===== src/rtl/car_motion_controller.sv =====
// car_motion_controller: Moore FSM that moves an elevator car between three
// floors (0..2). It drives the motor and door, tracks the current floor and
// pulses floor_reached for one cycle whenever a floor is serviced.
//
// Optional build macro: DOOR_REOPEN_EN
//   defined   -> obstruction reopens a closing door and holds an open door
//   undefined -> obstruction is ignored; the door close always completes
module car_motion_controller #(
  parameter int TRAVEL_CYCLES     = 8,
  parameter int DOOR_OPEN_CYCLES  = 6,
  parameter int DOOR_CLOSE_CYCLES = 2
) (
  input  logic       clk,
  input  logic       rst,
  input  logic [2:0] floor_requests,
  input  logic [1:0] target_floor,
  input  logic       door_hold,
  input  logic       obstruction,
  output logic [1:0] current_floor,
  output logic       floor_reached,
  output logic       motor_up,
  output logic       motor_down,
  output logic       door_open,
  output logic       busy,
  output logic [2:0] state_dbg
);

  localparam int MAX_DOOR   = (DOOR_OPEN_CYCLES > DOOR_CLOSE_CYCLES) ?
                              DOOR_OPEN_CYCLES : DOOR_CLOSE_CYCLES;
  localparam int MAX_CYCLES = (TRAVEL_CYCLES > MAX_DOOR) ? TRAVEL_CYCLES : MAX_DOOR;
  localparam int TW         = $clog2(MAX_CYCLES) + 1;

  localparam logic [TW-1:0] TRAVEL_LAST = TW'(TRAVEL_CYCLES - 1);
  localparam logic [TW-1:0] OPEN_LAST   = TW'(DOOR_OPEN_CYCLES - 1);
  localparam logic [TW-1:0] CLOSE_LAST  = TW'(DOOR_CLOSE_CYCLES - 1);

  typedef enum logic [2:0] {
    IDLE       = 3'd0,
    MOVE_UP    = 3'd1,
    MOVE_DOWN  = 3'd2,
    ARRIVE     = 3'd3,
    DOOR_OPEN  = 3'd4,
    DOOR_CLOSE = 3'd5
  } state_t;

  state_t        state, state_next;
  logic [1:0]    floor_next;
  logic [TW-1:0] travel_cnt, travel_next;
  logic [TW-1:0] door_cnt, door_next;
  logic          hold_door;

  // Request bit for a given floor; floor 3 does not exist and never requests.
  function automatic logic req_at(input logic [2:0] reqs, input logic [1:0] f);
    case (f)
      2'd0:    req_at = reqs[0];
      2'd1:    req_at = reqs[1];
      2'd2:    req_at = reqs[2];
      default: req_at = 1'b0;
    endcase
  endfunction

`ifdef DOOR_REOPEN_EN
  assign hold_door = door_hold | obstruction;
`else
  assign hold_door = door_hold;
`endif

  // State, floor and timer registers; everything returns to IDLE at floor 0.
  always_ff @(posedge clk or posedge rst) begin
    // NOTE: sequential state uses non-blocking (<=) so every register samples
    // the pre-edge values computed by the combinational block.
    if (rst) begin
      state         <= IDLE;
      current_floor <= 2'd0;
      travel_cnt    <= '0;
      door_cnt      <= '0;
    end else begin
      state         <= state_next;
      current_floor <= floor_next;
      travel_cnt    <= travel_next;
      door_cnt      <= door_next;
    end
  end

  // Next-state, floor and timer logic; timers stay 0 unless their state persists.
  always_comb begin
    // NOTE: every output of this block gets a default first, so no path can
    // leave a signal unassigned and infer a latch.
    state_next  = state;
    floor_next  = current_floor;
    travel_next = '0;
    door_next   = '0;

    unique case (state)
      IDLE: begin
        if (req_at(floor_requests, current_floor)) begin
          state_next = ARRIVE;
        end else if (target_floor == 2'd3 || floor_requests == 3'b000) begin
          state_next = IDLE;
        end else if (target_floor > current_floor) begin
          state_next = MOVE_UP;
        end else if (target_floor < current_floor) begin
          state_next = MOVE_DOWN;
        end
      end

      MOVE_UP: begin
        if (current_floor >= 2'd2) begin
          // Top floor: moving up is illegal, re-evaluate without moving.
          state_next = IDLE;
        end else if (travel_cnt == TRAVEL_LAST) begin
          floor_next = current_floor + 2'd1;
          if (floor_next == target_floor || req_at(floor_requests, floor_next))
            state_next = ARRIVE;
          else if (target_floor != 2'd3 && target_floor > floor_next)
            state_next = MOVE_UP;
          else
            state_next = IDLE;
        end else begin
          travel_next = travel_cnt + 1'b1;
        end
      end

      MOVE_DOWN: begin
        if (current_floor == 2'd0) begin
          // Bottom floor: moving down is illegal, re-evaluate without moving.
          state_next = IDLE;
        end else if (travel_cnt == TRAVEL_LAST) begin
          floor_next = current_floor - 2'd1;
          if (floor_next == target_floor || req_at(floor_requests, floor_next))
            state_next = ARRIVE;
          else if (target_floor < floor_next)
            state_next = MOVE_DOWN;
          else
            state_next = IDLE;
        end else begin
          travel_next = travel_cnt + 1'b1;
        end
      end

      ARRIVE: begin
        state_next = DOOR_OPEN;
      end

      DOOR_OPEN: begin
        if (hold_door) begin
          door_next = '0;
        end else if (door_cnt == OPEN_LAST) begin
          state_next = DOOR_CLOSE;
        end else begin
          door_next = door_cnt + 1'b1;
        end
      end

      DOOR_CLOSE: begin
`ifdef DOOR_REOPEN_EN
        if (obstruction) begin
          state_next = DOOR_OPEN;
        end else
`endif
        if (door_cnt == CLOSE_LAST) begin
          state_next = IDLE;
        end else begin
          door_next = door_cnt + 1'b1;
        end
      end

      default: begin
        state_next = IDLE;
      end
    endcase
  end

  // Moore outputs decoded purely from the state register.
  always_comb begin
    motor_up      = (state == MOVE_UP);
    motor_down    = (state == MOVE_DOWN);
    door_open     = (state == DOOR_OPEN);
    floor_reached = (state == ARRIVE);
    busy          = (state != IDLE);
    state_dbg     = state;
  end

endmodule


===== config.mk =====
export PLATFORM = sky130hd
export DESIGN_NAME = car_motion_controller
export DESIGN_NICKNAME = d
export VERILOG_FILES = /design/src/rtl/car_motion_controller.sv
export SDC_FILE = /design/constraint.sdc
export NUM_CORES = 1
export LEC_CHECK = 0
export BUFFER_PORTS_ARGS = -buffer_cell sky130_fd_sc_hd__clkbuf_2
export CAP_MARGIN = 5
export CORE_MARGIN = 2
export CORE_UTILIZATION = 54
export DETAILED_ROUTE_END_ITERATION = 16
export PLACE_DENSITY = 0.78
export SETUP_SLACK_MARGIN = 0.1
export SKIP_CTS_REPAIR_TIMING = 1
export SLEW_MARGIN = 20
export SYNTH_ARGS = -nofsm -noshare
export SYNTH_HDL_FRONTEND = slang
export SYNTH_SLANG_ARGS = --single-unit
export TNS_END_PERCENT = 1

===== constraint.sdc =====
create_clock -name clk -period 2.45 [get_ports clk]
set_input_delay 0.1225 -clock clk [delete_from_list [all_inputs] [get_ports clk]]
set_output_delay 0.1225 -clock clk [all_outputs]
set_load 0.02 [all_outputs]

==> impl_results.md, run 1 <==
* Gr usage total at 19.8%
* Non-Filler Instances at 161
* Non-Filler Cell Area, Final at 1190 um^2
* Asr flop ratio synth at 100%
* Placed Instance Area at 1150 um^2
* Synth top area cells: dfrtp_1 32%, ha_1 19%, nor2_1 4.8%
* First-pass GRT wire length at 3.11 mm
* Final Cycle Share at 92.6%
* Post-DP HPWL at 1.72 mm
* P per Cell Area at 1230 nW/um^2
* DIE HEIGHT at 47.2 um
* CP Capture Type: flip-flop
* F_max at 441 MHz
* Fillers at 143
* H-tree level count at 1
* Ys flop type: dfrtp_1
* Setup TNS at 0 ns
* Total grt overflow at 0
* Layout Nets at 161
* Commonest non-fill, non-tap cell in the layout: clkbuf_2
* Worst-path fanout max at 4
* Max-slew violations at 0
* Core area at 1750 um^2
* Most used cells in the layout excluding fill and tap cells: 17 x clkbuf_2, 15 x ha_1, 13 x nor2_1, 13 x dfrtp_1, 9 x inv_1
* Yosys reg bits at 13
* CP Data Arrival Time at 2.42 ns
* Largest net degree at the start of global routing at 14
* Final hold slack at 0.256 ns
* Placed Instances at 155
* Post-synth EDFFs at 0
* Port buffer count at 17
* Final setup violation count at 0
* Final core utilization at 68.5%
* Drt drc at 0
* Post-synth top area cell: dfrtp_1
* Crit start category: flip-flop
* Top-area cell type share of the netlist area at 32.2%
* Clock insertion delay at the later pin of the skew report at 0.27 ns
* DRT iter0 DRCs at 27
* Final hold violations at 0
* Critical path class: flip-flop to flip-flop
* Clk Tree Root Cell: clkbuf_4
* Number of global-route vias before repair at 725
* Starting Density at 57.8%
* 1st-pass router iterations at 4
* Die width at 47.2 um
* Synth Warn # at 0
* Routed wire per std cell at 12.9 um
* Cell Rows at 15
* RD Place Congestion at 0.906
* Worst-path clk slew at 0.08 ns
* CTS max path bufs at 2
* Footprint of the multi-input gates at 646 um^2
* Final Critical Period at 2.27 ns
* Max-slew headroom at 66.4%
* Mapped Area at 1010 um^2
* Final wirelength at 2.08 mm
* Routed vias/inst at 5.44
* Max rail drop VDD at 0.725 mV
* CTS tree: done
* Share of layout cells above drive strength 1 at 21.3%
* Skew final at 0.00185 ns
* Vias at 876
* Worst EP required at 2.60 ns
* Worst min path class: primary input to flip-flop
* Layout area overhead at 18.3%
* Initial antenna violation count at 0
* DIE AREA at 2230 um^2
* Status: finished clean
* Worst-margin pin slew at 0.503 ns
* # IOs at 19
* Cells after Synth at 110
* RSZ-0062 raised after global routing: false
* Sequential share of the synthesized area at 32.2%
* Register area at 325 um^2
* Leak at 0.000590 uW
* Distinct cells, synth at 33
* Max Cap Viol at 0
* Mapped Avg Cell Area at 9.18 um^2
* CTS sink count at 13
* Ant. Diodes at 0
* Remaining antenna violation count at 0
* CTS Buf Count at 3
* Post-Syn Nets at 134
synthesized netlist by cell type (2+ instances only):
cell / number
inv_1: 9
xnor2_1: 5
ha_1: 15
xor2_1: 2
dfrtp_1: 13
mux2_1: 2
a222oi_1: 3
nor3b_1: 2
nor3_1: 4
nand2b_1: 3
a21oi_1: 4
o21ai_0: 5
nand3_1: 2
nand2_1: 8
nor2_1: 13
nor2b_1: 2
o22ai_1: 2
flip-flops by register name, indices dropped and copies added (netlist names):
signal         flops
travel_cnt         4
state_dbg          3
door_cnt           4
current_floor      2
worst paths after layout:
path	start	endpoint	slack, ns	cells after the start
max	current_floor[0]$_DFFE_PP0P_	state_dbg[1]$_DFFE_PP0P_	0.18	7
min	door_hold	door_cnt[1]$_DFF_PP0_	0.26	4
max reg2reg	current_floor[0]$_DFFE_PP0P_	state_dbg[1]$_DFFE_PP0P_	0.18	7
min reg2reg	travel_cnt[0]$_DFF_PP0_	travel_cnt[0]$_DFF_PP0_	0.48	1
max in group asynchronous	rst	travel_cnt[0]$_DFF_PP0_	1.74	3
min in group asynchronous	rst	door_cnt[3]$_DFF_PP0_	0.39	3
power breakdown:
group | internal, uW | switching [uW] | leakage (uW)
logic | 441 | 587 | 0.000403
registers | 271 | 42.0 | 0.000172
clock network | 62.9 | 65.7 | 0.0000150
critical path: stages (launching register included):
cell      delay, ns
dfrtp_1        0.41
buf_4          0.16
ha_1           0.22
a222oi_1       0.47
o22ai_1        0.16
nor3b_1        0.23
a211o_2        0.17
mux2_1         0.33
cells by family (layout without fill, tap and decap cells):
| kind of cell | Yosys count | after routing | share of synthesized area [%] |
|---|---|---|---|
| muxes | 3 | 3 | 3.22 |
| xor gates and xnor gates | 7 | 7 | 6.07 |
| adders and majority gates | 15 | 15 | 18.6 |
| DFF | 13 | 13 | 32.2 |
| AOI/OAI and AO/OA | 20 | 20 | 13.9 |
| and+or+nand+nor | 42 | 42 | 22.2 |
| buffers and inverters | 10 | 36 | 3.84 |
through the flow:
step / worst slack [ns] / power (uW)
after floorplan: 0.145 / 1050
after global placement: 0.267 / 1290
after detailed placement: 0.189 / 1330
after CTS: 0.172 / 1460
after global routing: 0.135 / 1600
final: 0.181 / 1470
per-layer routing:
metal  part of all wire, %  up-vias  GRT usage (%)
met2                    51       26           35.4
met3                   4.3        2           3.46
met4                  0.58        0           5.00
met5                     0        -              0
met1                    44      404           24.4
li1                      -      444              -
layout make-up:
type	count	share of cell area (%)
clock buffers	4	2.20
multi-input cells	87	54.0
repair buffers	23	11.1
well taps	25	2.62
inverters	9	2.83
flip-flops and latches	13	27.2
Power figures use the tool's default switching activity.
==> run 2, diff against run 1 <==
--- a/config.mk
+++ b/config.mk
@@ -11,6 +11,7 @@
 export CORE_UTILIZATION = 54
 export DETAILED_ROUTE_END_ITERATION = 16
 export PLACE_DENSITY = 0.78
+export REMOVE_ABC_BUFFERS = 1
 export SETUP_SLACK_MARGIN = 0.1
 export SKIP_CTS_REPAIR_TIMING = 1
 export SLEW_MARGIN = 20
==> impl_results.md, run 2 (synthesized netlist as in run 1, its figures left out) <==
* Crit start category: flip-flop
* Most used cells in the layout excluding fill and tap cells: 17 x clkbuf_2, 15 x ha_1, 13 x nor2_1, 13 x dfrtp_1, 9 x inv_1
* Setup TNS at 0 ns (unchanged)
* Non-Filler Instances at 161 (unchanged)
* Layout area overhead at 18.3% (unchanged)
* CTS max path bufs at 2 (unchanged)
* DIE AREA at 2230 um^2 (unchanged)
* Tot Pwr at 1460 uW (-0.47%)
* CTS sink count at 13 (unchanged)
* Post-DP HPWL at 1.67 mm (-3.1%)
* DRT iter0 DRCs at 19 (-30%)
* Final Cycle Share at 90.9% (-1.7 points)
* Worst-margin pin slew at 0.545 ns (+0.0419 ns)
* Placed Instances at 155 (unchanged)
* CP Data Arrival Time at 2.39 ns (-0.03 ns)
* Status: finished clean
* Place WS at 0.235 ns (+0.0465 ns)
* Starting Density at 57.8% (unchanged)
* CTS Buf Count at 3 (unchanged)
* RSZ-0062 raised after global routing: false
* Final setup violation count at 0 (unchanged)
* Max-slew headroom at 63.6% (-2.8 points)
* Skew final at 0.00460 ns (+0.00274 ns)
* Final wirelength at 2.08 mm (-0.24%)
* Worst-path clk slew at 0.08 ns (about the same)
* Layout Nets at 161 (unchanged)
* H-tree level count at 1 (unchanged)
* Worst EP required at 2.62 ns (+0.02 ns)
* Worst reg2reg path depth at 7 (unchanged)
* CP Capture Type: flip-flop
* CTS tree: done
* Drt drc at 0 (unchanged)
* Largest net degree at the start of global routing at 14 (unchanged)
* Initial antenna violation count at 0 (unchanged)
* Hold depth at 4 (unchanged)
* Routed wire per std cell at 12.9 um (-0.24%)
* Port buffer count at 17 (unchanged)
* Commonest non-fill, non-tap cell in the layout: clkbuf_2
* Max-slew violations at 0 (unchanged)
* Vias at 862 (-1.6%)
* F_max at 449 MHz (+1.9%)
* Number of global-route vias before repair at 765 (+5.5%)
* PnR worst setup slack at 0.224 ns (+0.0423 ns)
* Clk Tree Root Cell: clkbuf_4
* First-pass GRT wire length at 3.26 mm (+4.9%)
* Max rail drop VDD at 0.592 mV (-18%)
* Worst min path class: primary input to flip-flop
* Leak at 0.000590 uW (unchanged)
* Fillers at 159 (+11%)
* P per Cell Area at 1220 nW/um^2 (-0.47%)
* Cell Rows at 15 (unchanged)
* Clock insertion delay at the later pin of the skew report at 0.28 ns (about the same)
* Gr usage total at 21.1% (+1.2 points)
* Final hold violations at 0 (unchanged)
* Worst-path fanout max at 4 (unchanged)
* Final Critical Period at 2.23 ns (-0.0423 ns)
* Core area at 1750 um^2 (unchanged)
* RD Place Congestion at 0.922 (+1.9%)
* Die width at 47.2 um (unchanged)
* Critical path class: flip-flop to flip-flop
* Routed vias/inst at 5.35 (-1.6%)
* # IOs at 19 (unchanged)
* Ant. Diodes at 0 (unchanged)
* Total grt overflow at 0 (unchanged)
* Max Cap Viol at 0 (unchanged)
* DIE HEIGHT at 47.2 um (unchanged)
* Share of layout cells above drive strength 1 at 21.3% (unchanged)
* 1st-pass router iterations at 4 (unchanged)
* Remaining antenna violation count at 0 (unchanged)
run 2: layer usage:
metal / up-vias / wire (um) / GRT usage, %
li1: 445 / - / -
met1: 398 / 935 / 26.5
met2: 15 / 1060 / 35.7
met3: 4 / 59 / 3.46
met4: 0 / 23 / 8.33
met5: - / 0 / 0
run 2: where the power goes:
| part | switching (uW) | total (uW) | leakage [uW] | internal [uW] |
|---|---|---|---|---|
| clock | 68.0 | 131 | 0.0000150 | 63.2 |
| sequential | 41.8 | 313 | 0.000172 | 271 |
| combinational | 577 | 1020 | 0.000403 | 441 |
run 2: final timing paths:
| check | from | end | slack, ns |
|---|---|---|---|
| hold / removal | door_hold | door_cnt[1]$_DFF_PP0_ | 0.25 |
| max in group asynchronous | rst | current_floor[0]$_DFFE_PP0P_ | 1.74 |
| setup reg to reg | current_floor[0]$_DFFE_PP0P_ | state_dbg[0]$_DFFE_PP0P_ | 0.22 |
| setup / recovery | current_floor[0]$_DFFE_PP0P_ | state_dbg[0]$_DFFE_PP0P_ | 0.22 |
| min in group asynchronous | rst | door_cnt[3]$_DFF_PP0_ | 0.38 |
| hold reg to reg | travel_cnt[0]$_DFF_PP0_ | travel_cnt[0]$_DFF_PP0_ | 0.48 |
run 2: final cells by class:
type                       instances  area [um^2]  share of cell area, %
multi-input combinational         87          646                   54.0
sequential                        13          325                   27.2
timing repair buffer              23          133                   11.1
inverter                           9         33.8                   2.83
tap                               25         31.3                   2.62
clock buffer                       4         26.3                   2.20
run 2: metrics by stage:
stage          cell area (um^2)  utilization (%)  hold slack, ns
3_5_place_dp               1150             65.9           0.141
5_1_grt                    1190             68.5           0.273
6_report                   1190             68.5           0.248
4_1_cts                    1180             67.5          -0.165
3_3_place_gp               1150             65.9           0.140
2_1_floorplan              1000                -       -0.000541
run 2: worst max-delay path, cell delays in order (launching register included):
cell and delay (ns):
dfrtp_1 0.40, buf_4 0.16, ha_1 0.23, a222oi_1 0.46, o22ai_1 0.15, nor3b_1 0.23
a211o_2 0.17, mux2_1 0.32
